$ cat src/rtl/fetch_queue.sv
// Instruction fetch unit: PC generation, req/gnt/rvalid imem interface, in-order
// {pc_n, inst} queue toward decode. Define FETCH_BYPASS_EN for same-cycle forwarding.
module fetch_queue #(
    parameter int          DEPTH    = 4,
    parameter int          MAX_OUT  = 2,
    parameter logic [31:0] RESET_PC = 32'h0
) (
    input  logic        clk,
    input  logic        rst_n,
    input  logic        isjmp,
    input  logic [31:0] pc_jmp,
    output logic        imem_req,
    output logic [31:0] imem_addr,
    input  logic        imem_gnt,
    input  logic        imem_rvalid,
    input  logic [31:0] imem_rdata,
    output logic        out_valid,
    output logic [31:0] out_inst,
    output logic [31:0] out_pc_n,
    input  logic        out_ready
);

    localparam int AW = $clog2(DEPTH);
    localparam int CW = $clog2(DEPTH + 1);
    localparam int TW = (MAX_OUT > 1) ? $clog2(MAX_OUT) : 1;

    localparam logic [CW:0]   DEPTH_C   = (CW + 1)'(DEPTH);
    localparam logic [CW-1:0] MAX_OUT_C = CW'(MAX_OUT);
    localparam logic [TW-1:0] TAG_LAST  = TW'(MAX_OUT - 1);

    logic [31:0]   pc;
    logic [31:0]   q_inst [DEPTH];
    logic [31:0]   q_pc_n [DEPTH];
    logic [AW-1:0] head;
    logic [AW-1:0] tail;
    logic [CW-1:0] count;

    logic [31:0]   tag_mem [MAX_OUT];
    logic [TW-1:0] tag_rd;
    logic [TW-1:0] tag_wr;
    logic [CW-1:0] outstanding;
    logic [CW-1:0] discard;

    logic          accept;
    logic          resp_live;
    logic          bypass;
    logic          push;
    logic          pop;
    logic          q_valid;
    logic [31:0]   tag_pc_n;
    logic [CW-1:0] outstanding_next;
    logic [CW:0]   reserved;

    function automatic logic [TW-1:0] tag_inc(input logic [TW-1:0] p);
        return (p == TAG_LAST) ? '0 : p + TW'(1);
    endfunction

    // Slots are reserved at issue time, so every live response always finds room.
    assign reserved  = {1'b0, count} + {1'b0, outstanding};
    assign imem_req  = rst_n && !isjmp && (outstanding < MAX_OUT_C) && (reserved < DEPTH_C);
    assign imem_addr = pc;
    assign accept    = imem_req && imem_gnt;

    assign q_valid   = (count != '0);
    assign resp_live = imem_rvalid && (discard == '0) && !isjmp;
    assign tag_pc_n  = tag_mem[tag_rd] + 32'd4;

`ifdef FETCH_BYPASS_EN
    assign bypass = !q_valid && resp_live && out_ready;
`else
    assign bypass = 1'b0;
`endif

    assign push = resp_live && !bypass;
    assign pop  = q_valid && out_ready && !isjmp;

    assign outstanding_next = outstanding + CW'(accept) - CW'(imem_rvalid);

    always_comb begin
        out_valid = q_valid || bypass;
        out_inst  = '0;
        out_pc_n  = '0;
        if (bypass) begin
            out_inst = imem_rdata;
            out_pc_n = tag_pc_n;
        end else if (q_valid) begin
            out_inst = q_inst[head];
            out_pc_n = q_pc_n[head];
        end
    end

    // NOTE: sequential state is written only with <= so every reader sees the pre-edge value.
    always_ff @(posedge clk) begin
        if (!rst_n) begin
            pc          <= RESET_PC;
            head        <= '0;
            tail        <= '0;
            count       <= '0;
            outstanding <= '0;
            discard     <= '0;
            tag_rd      <= '0;
            tag_wr      <= '0;
        end else begin
            if (isjmp) begin
                pc <= {pc_jmp[31:2], 2'b00};
            end else if (accept) begin
                pc <= pc + 32'd4;
            end

            outstanding <= outstanding_next;

            // Every request still in flight after a redirect belongs to the old stream.
            if (isjmp) begin
                discard <= outstanding_next;
            end else if (imem_rvalid && (discard != '0)) begin
                discard <= discard - CW'(1);
            end

            if (accept) begin
                tag_wr <= tag_inc(tag_wr);
            end
            if (imem_rvalid) begin
                tag_rd <= tag_inc(tag_rd);
            end

            if (isjmp) begin
                head  <= '0;
                tail  <= '0;
                count <= '0;
            end else begin
                if (push) begin
                    tail <= tail + AW'(1);
                end
                if (pop) begin
                    head <= head + AW'(1);
                end
                count <= count + CW'(push) - CW'(pop);
            end
        end
    end

    // NOTE: storage arrays carry no reset; the outputs are gated by count so stale words never leak.
    always_ff @(posedge clk) begin
        if (push) begin
            q_inst[tail] <= imem_rdata;
            q_pc_n[tail] <= tag_pc_n;
        end
        if (accept) begin
            tag_mem[tag_wr] <= pc;
        end
    end

    a_no_stray_response: assert property (
        @(posedge clk) disable iff (!rst_n) imem_rvalid |-> (outstanding != '0)
    );

endmodule

$ cat config.mk
export PLATFORM = sky130hd
export DESIGN_NAME = fetch_queue
export DESIGN_NICKNAME = d
export VERILOG_FILES = /design/src/rtl/fetch_queue.sv
export SDC_FILE = /design/constraint.sdc
export NUM_CORES = 1
export LEC_CHECK = 0
export CAP_MARGIN = 10
export CORE_MARGIN = 4
export CORE_UTILIZATION = 50
export DETAILED_ROUTE_END_ITERATION = 12
export GPL_TIMING_DRIVEN = 0
export PLACE_DENSITY_LB_ADDON = 0.3
export SETUP_SLACK_MARGIN = 0.4
export SYNTH_ARGS = -nofsm -noshare
export SYNTH_HDL_FRONTEND = slang
export SYNTH_SLANG_ARGS = --single-unit
$ cat constraint.sdc
create_clock -name clk -period 7.3 [get_ports clk]
set_input_delay 1.46 -clock clk [delete_from_list [all_inputs] [get_ports clk]]
set_output_delay 1.46 -clock clk [all_outputs]
set_load 0.01 [all_outputs]
==> flow_summary.json, run 1 <==
{
  "path_max_fanout": 10,
  "pin_count": 168,
  "synth_common_cells": "308 x edfxtp_1, 63 x nor2b_1, 62 x mux4_2",
  "clock_latency_ns": 0.51,
  "r2r_slack_ns": 3.92,
  "tightest_slew_ns": 0.837,
  "cts_hold_buf": 0,
  "firstDrtPassIters": 5,
  "cts_setup_buffers": 0,
  "start_util_pct": 50.7,
  "cts-buffers-inserted": 37,
  "synth_top_cell_by_area": "edfxtp_1",
  "n_antenna_cell": 0,
  "synth_ff_type": "edfxtp_1",
  "synth-edff-count": 308,
  "multi_input_area_um2": 4510,
  "endpoint_kind": "primary output",
  "cts.path.max_buffers": 3,
  "leakage_nw": 5.89,
  "clk_pin_slew_worst_paths_ns": 0.06,
  "synth.distinct_cells": 66,
  "slew_viol_final": 0,
  "antenna_found_initial": 0,
  "finClkSkew_ns": 0.0108,
  "cts_sinks": 356,
  "drive_gt1_share_pct": 14.7,
  "seq_area_frac_synth_pct": 68.0,
  "totalPowerFinal_mw": 4.55,
  "port_buffers": 160,
  "die_w_um": 181,
  "area.growth.synth_to_final_pct": 22.6,
  "core_area_um2": 29600,
  "synth_top_area_share_pct": 61.6,
  "netlist_instances": 941,
  "ys_async_sr_fraction_pct": 0,
  "dp_hpwl_mm": 20.7,
  "post-route-min-period_ns": 4.42,
  "netlist_area_um2": 15000,
  "vias": 8676,
  "wire_per_inst_um": 19.6,
  "crit_path_start_kind": "flip-flop",
  "cts_root_buf": "clkbuf_16",
  "fin_cells": 1563,
  "yosysMostFrequentCell": "edfxtp_1",
  "cp.required_ns": 5.84,
  "fillers": 2180,
  "overflow": 0,
  "dpl.cell_count": 1500,
  "grt_pass1_wl_mm": 49.0,
  "yosysWarningCount": 0,
  "power_per_cell_area_nw_per_um2": 247,
  "crit_end": "out_pc_n[20]",
  "max-cap-violations": 0,
  "criticalPathCategory": "reg -> out",
  "ir_drop_uv": 127,
  "max_freq_mhz": 226,
  "rsz0062_at_grt": "false",
  "tns_ns": 0,
  "first_global_vias": 8990,
  "outcome": "completed",
  "antenna_left": 0,
  "synth-seq-cells": 356,
  "worstPathArrival_ns": 2.96,
  "ff2ff_path_depth": 15,
  "final_util_pct": 62.1,
  "slew_headroom_pct": 44.1,
  "num_rows": 63,
  "wirelength_mm": 30.7,
  "die_area_um2": 32900,
  "finalSetupViolations": 0,
  "hold_viol": 0,
  "gp_congestion": 0.848,
  "r2r_end": "q_pc_n[2][30]$_DFFE_PP_",
  "final_area_um2": 18400,
  "cts_tree": "yes",
  "cts_resized": 0,
  "grt_start_max_net_pins": 58,
  "hold_path.class": "reg -> reg",
  "grt_use_total_pct": 18.7,
  "htree_levels": 2,
  "nNetsFinal": 1236,
  "drc_errors": 0,
  "post-route-period-util_pct": 60.5,
  "seq_area_um2": 10200,
  "viasPerCell": 5.55,
  "drt_iter0_markers": 657,
  "avgSynthCellArea_um2": 16.0,
  "place_area_um2": 17300,
  "die_height_um": 181,
  "netlist_top_cells_area": "edfxtp_1 62%, mux4_2 9.3%, dfxtp_1 6.4%"
}
placed cells by master, fill, tap and decap left out, drive strengths merged, types with 18 or more instances in the layout:
cell,instances
inv,23
a21oi,34
nand3,33
mux2i,28
buf,33
clkbuf,60
mux4,62
xnor2,24
nand2,46
nor2b,63
o21ai,21
and2,18
dfxtp,48
edfxtp,308
xor2,29
nor2,44
clkdlybuf4s50,160
worst max-delay path, cell delays in order (launching register included):
cell	delay (ns)
dfxtp_1	0.30
clkbuf_1	0.45
buf_2	0.44
mux4_2	0.56
nor2b_1	0.15
clkdlybuf4s50_1	0.53
worst min-delay path by stage:
stage / cells past startpoint / start / slack [ns] / endpoint
finish: 2 / tag_rd$_SDFFE_PN0P_ / 0.52 / flip-flop
floorplan: 2 / tag_rd$_SDFFE_PN0P_ / 0.48 / flip-flop
CTS: 2 / tag_rd$_SDFFE_PN0P_ / 0.52 / flip-flop
global route: 2 / tag_rd$_SDFFE_PN0P_ / 0.53 / tag_rd$_SDFFE_PN0P_
detailed placement: 2 / tag_rd$_SDFFE_PN0P_ / 0.50 / flip-flop
global placement: 2 / tag_rd$_SDFFE_PN0P_ / 0.49 / tag_rd$_SDFFE_PN0P_
sequential cells by signal (all words and copies together) (netlist names), named ones only:
name,flops
tag_wr,1
discard,3
tail,2
q_inst,128
outstanding,3
tag_rd,1
imem_addr,30
count,3
tag_mem,60
q_pc_n,120
head,2
area by class of cell:
type | instances | area share, %
Timing Repair Buffer | 166 | 9.50
Sequential cell | 356 | 55.4
Multi-Input combinational cell | 520 | 24.5
Clock buffer | 41 | 5.16
Buffer | 46 | 1.34
Inverter | 22 | 0.448
Clock inverter | 22 | 0.958
Tap cell | 390 | 2.65
routing by layer:
layer	GRT usage, %	vias up	wire (um)
li1	-	4008	-
met1	26.4	4278	13400
met2	30.2	349	14400
met3	3.99	41	2360
met4	4.26	0	537
met5	0	-	0
stage by stage:
stage	hold slack (ns)	worst slack [ns]
after floorplan	0.480	3.30
after global placement	0.495	1.62
after detailed placement	0.498	2.82
after CTS	0.518	2.76
after global routing	0.529	2.67
final	0.516	2.88
power by group:
group / internal (mW) / leakage, nW / switching, mW
Clock: 1.01 / 0.543 / 0.735
Sequential: 2.31 / 3.19 / 0.0485
Combinational: 0.220 / 2.16 / 0.231
Total: 3.54 / 5.89 / 1.01
logic make-up after synthesis:
group / synth area share [%]
flops: 68.0
simple gates: 9.91
mux: 11.6
compound gates: 3.67
buf+inv: 2.19
xor+xnor: 3.09
fa+ha+maj: 1.52
other cells: 0.0250
Power figures use the tool's default switching activity.
==> run 2: changes to the inputs <==
==> constraint.sdc (replaced) <==
create_clock -name clk -period 4.4 [get_ports clk]
set_input_delay 0.88 -clock clk [delete_from_list [all_inputs] [get_ports clk]]
set_output_delay 0.88 -clock clk [all_outputs]
set_load 0.01 [all_outputs]
==> flow_summary.json, run 2 (synthesis results as in run 1) <==
{
  "firstDrtPassIters": 5,
  "cts.path.max_buffers": 3,
  "first_global_vias": 8990,
  "gp_congestion": 0.848,
  "die_height_um": 181,
  "cts_sinks": 356,
  "largest_reg_flops": 128,
  "dp_hpwl_mm": 20.7,
  "top_register": "q_inst",
  "grt_start_max_net_pins": 58,
  "clk_pin_slew_worst_paths_ns": 0.06,
  "drt_iter0_markers": 657,
  "final_area_um2": 18400,
  "die_w_um": 181,
  "viasPerCell": 5.56,
  "p_switching_mw": 1.69,
  "seq_power_share_pct": 51.8,
  "hold_path.class": "reg -> reg",
  "n_antenna_cell": 0,
  "final_util_pct": 62.1,
  "max-cap-violations": 0,
  "antenna_found_initial": 0,
  "cts_root_buf": "clkbuf_16",
  "die_area_um2": 32900,
  "cts_tree": "yes",
  "overflow": 0,
  "hold_viol": 0,
  "power.internal_mw": 5.87,
  "cp.required_ns": 3.52,
  "layout_common_cells": "308 x edfxtp_1, 160 x clkdlybuf4s50_1, 63 x nor2b_1, 62 x mux4_2, 48 x dfxtp_1",
  "num_rows": 63,
  "totalPowerFinal_mw": 7.56,
  "post-route-min-period_ns": 3.78,
  "switching_share_pct": 22.3,
  "finClkSkew_ns": 0.0122,
  "fin_cells": 1563,
  "outcome": "completed",
  "endpoint_kind": "primary output",
  "power_frac_comb_pct": 9.9,
  "tightest_slew_ns": 0.839,
  "rsz0062_at_grt": "false",
  "slew_headroom_pct": 43.9,
  "core_area_um2": 29600,
  "slew_viol_final": 0,
  "max_freq_mhz": 264,
  "leakage_nw": 5.90,
  "worstPathArrival_ns": 2.90,
  "nNetsFinal": 1236,
  "reg_top3": "q_inst (128), q_pc_n (120), tag_mem (60)",
  "path_max_fanout": 10,
  "place_ws_ns": 0.499,
  "crit_path_start_kind": "flip-flop",
  "criticalPathCategory": "reg -> out",
  "clock_latency_ns": 0.51,
  "dpl.cell_count": 1500,
  "finalSetupViolations": 0,
  "start_util_pct": 50.7,
  "grt_pass1_wl_mm": 49.0,
  "clockPowerShare_pct": 38.3,
  "drive_gt1_share_pct": 14.7,
  "setup_ws_ns": 0.616,
  "ir_drop_uv": 211,
  "pin_count": 168,
  "place_area_um2": 17300,
  "htree_levels": 2,
  "post-route-period-util_pct": 86.0,
  "wirelength_mm": 30.7,
  "drc_errors": 0,
  "vias": 8690,
  "grt_use_total_pct": 18.7,
  "cts-buffers-inserted": 37,
  "layout_commonest_cell": "edfxtp_1",
  "area.growth.synth_to_final_pct": 22.6,
  "power_per_cell_area_nw_per_um2": 410,
  "port_buffers": 160,
  "fillers": 2179,
  "wire_per_inst_um": 19.6,
  "antenna_left": 0
}
[run 2: final timing paths]
kind                             from                 endpoint  slack [ns]  cells past startpoint
hold / removal    tag_rd$_SDFFE_PN0P_                flip-flop        0.52                      2
setup / recovery            flip-flop             out_pc_n[20]        0.62                      5
hold reg to reg   tag_rd$_SDFFE_PN0P_                flip-flop        0.52                      2
setup reg to reg            flip-flop  q_pc_n[1][28]$_DFFE_PP_        1.01                     15
[run 2: repair_timing]
action | 4_1_cts | 5_1_grt
hold buffers | 0 | 0
gates resized for setup | 0 | 2
buffers inserted | 0 | 0
endpoints found under the setup margin | 0 | 28
[run 2: layer usage]
| layer | routed length (um) | part of all wire (%) | vias up | track usage (%) |
|---|---|---|---|---|
| li1 | - | - | 4008 | - |
| met1 | 13400 | 44 | 4301 | 26.4 |
| met2 | 14400 | 47 | 338 | 30.2 |
| met3 | 2350 | 7.7 | 43 | 3.99 |
| met4 | 546 | 1.8 | 0 | 4.26 |
| met5 | 0 | 0 | - | 0 |
[run 2: power groups by stage]
stage	sequential, mW	combinational (mW)	clock (mW)
2_1_floorplan	3.97	0.423	0
3_3_place_gp	3.98	0.725	0
3_5_place_dp	3.98	0.755	0
4_1_cts	3.91	0.760	2.97
5_1_grt	3.92	0.826	3.12
6_report	3.91	0.748	2.90
[run 2: critical path: stages (launching register included)]
cell             delay, ns
dfxtp_1               0.30
buf_1                 0.44
clkbuf_1              0.55
mux4_2                0.41
nor2b_1               0.15
clkdlybuf4s50_1       0.53
[run 2: final cells by class]
cell class / count / area, um2 / area share (%)
plain buffers: 46 / 248 / 1.34
multi-input cells: 520 / 4510 / 24.5
well taps: 390 / 488 / 2.65
clock inverters: 22 / 176 / 0.958
inverters: 22 / 82.6 / 0.448
repair buffers: 166 / 1750 / 9.50
flip-flops and latches: 356 / 10200 / 55.4
clock buffers: 41 / 951 / 5.16
[run 2: per-stage QoR]
step | TNS, ns | hold WS, ns
floorplan | 0 | 0.480
global placement | -165.47 | 0.495
finish | 0 | 0.516
detailed placement | 0 | 0.498
CTS | 0 | 0.518
global route | 0 | 0.529
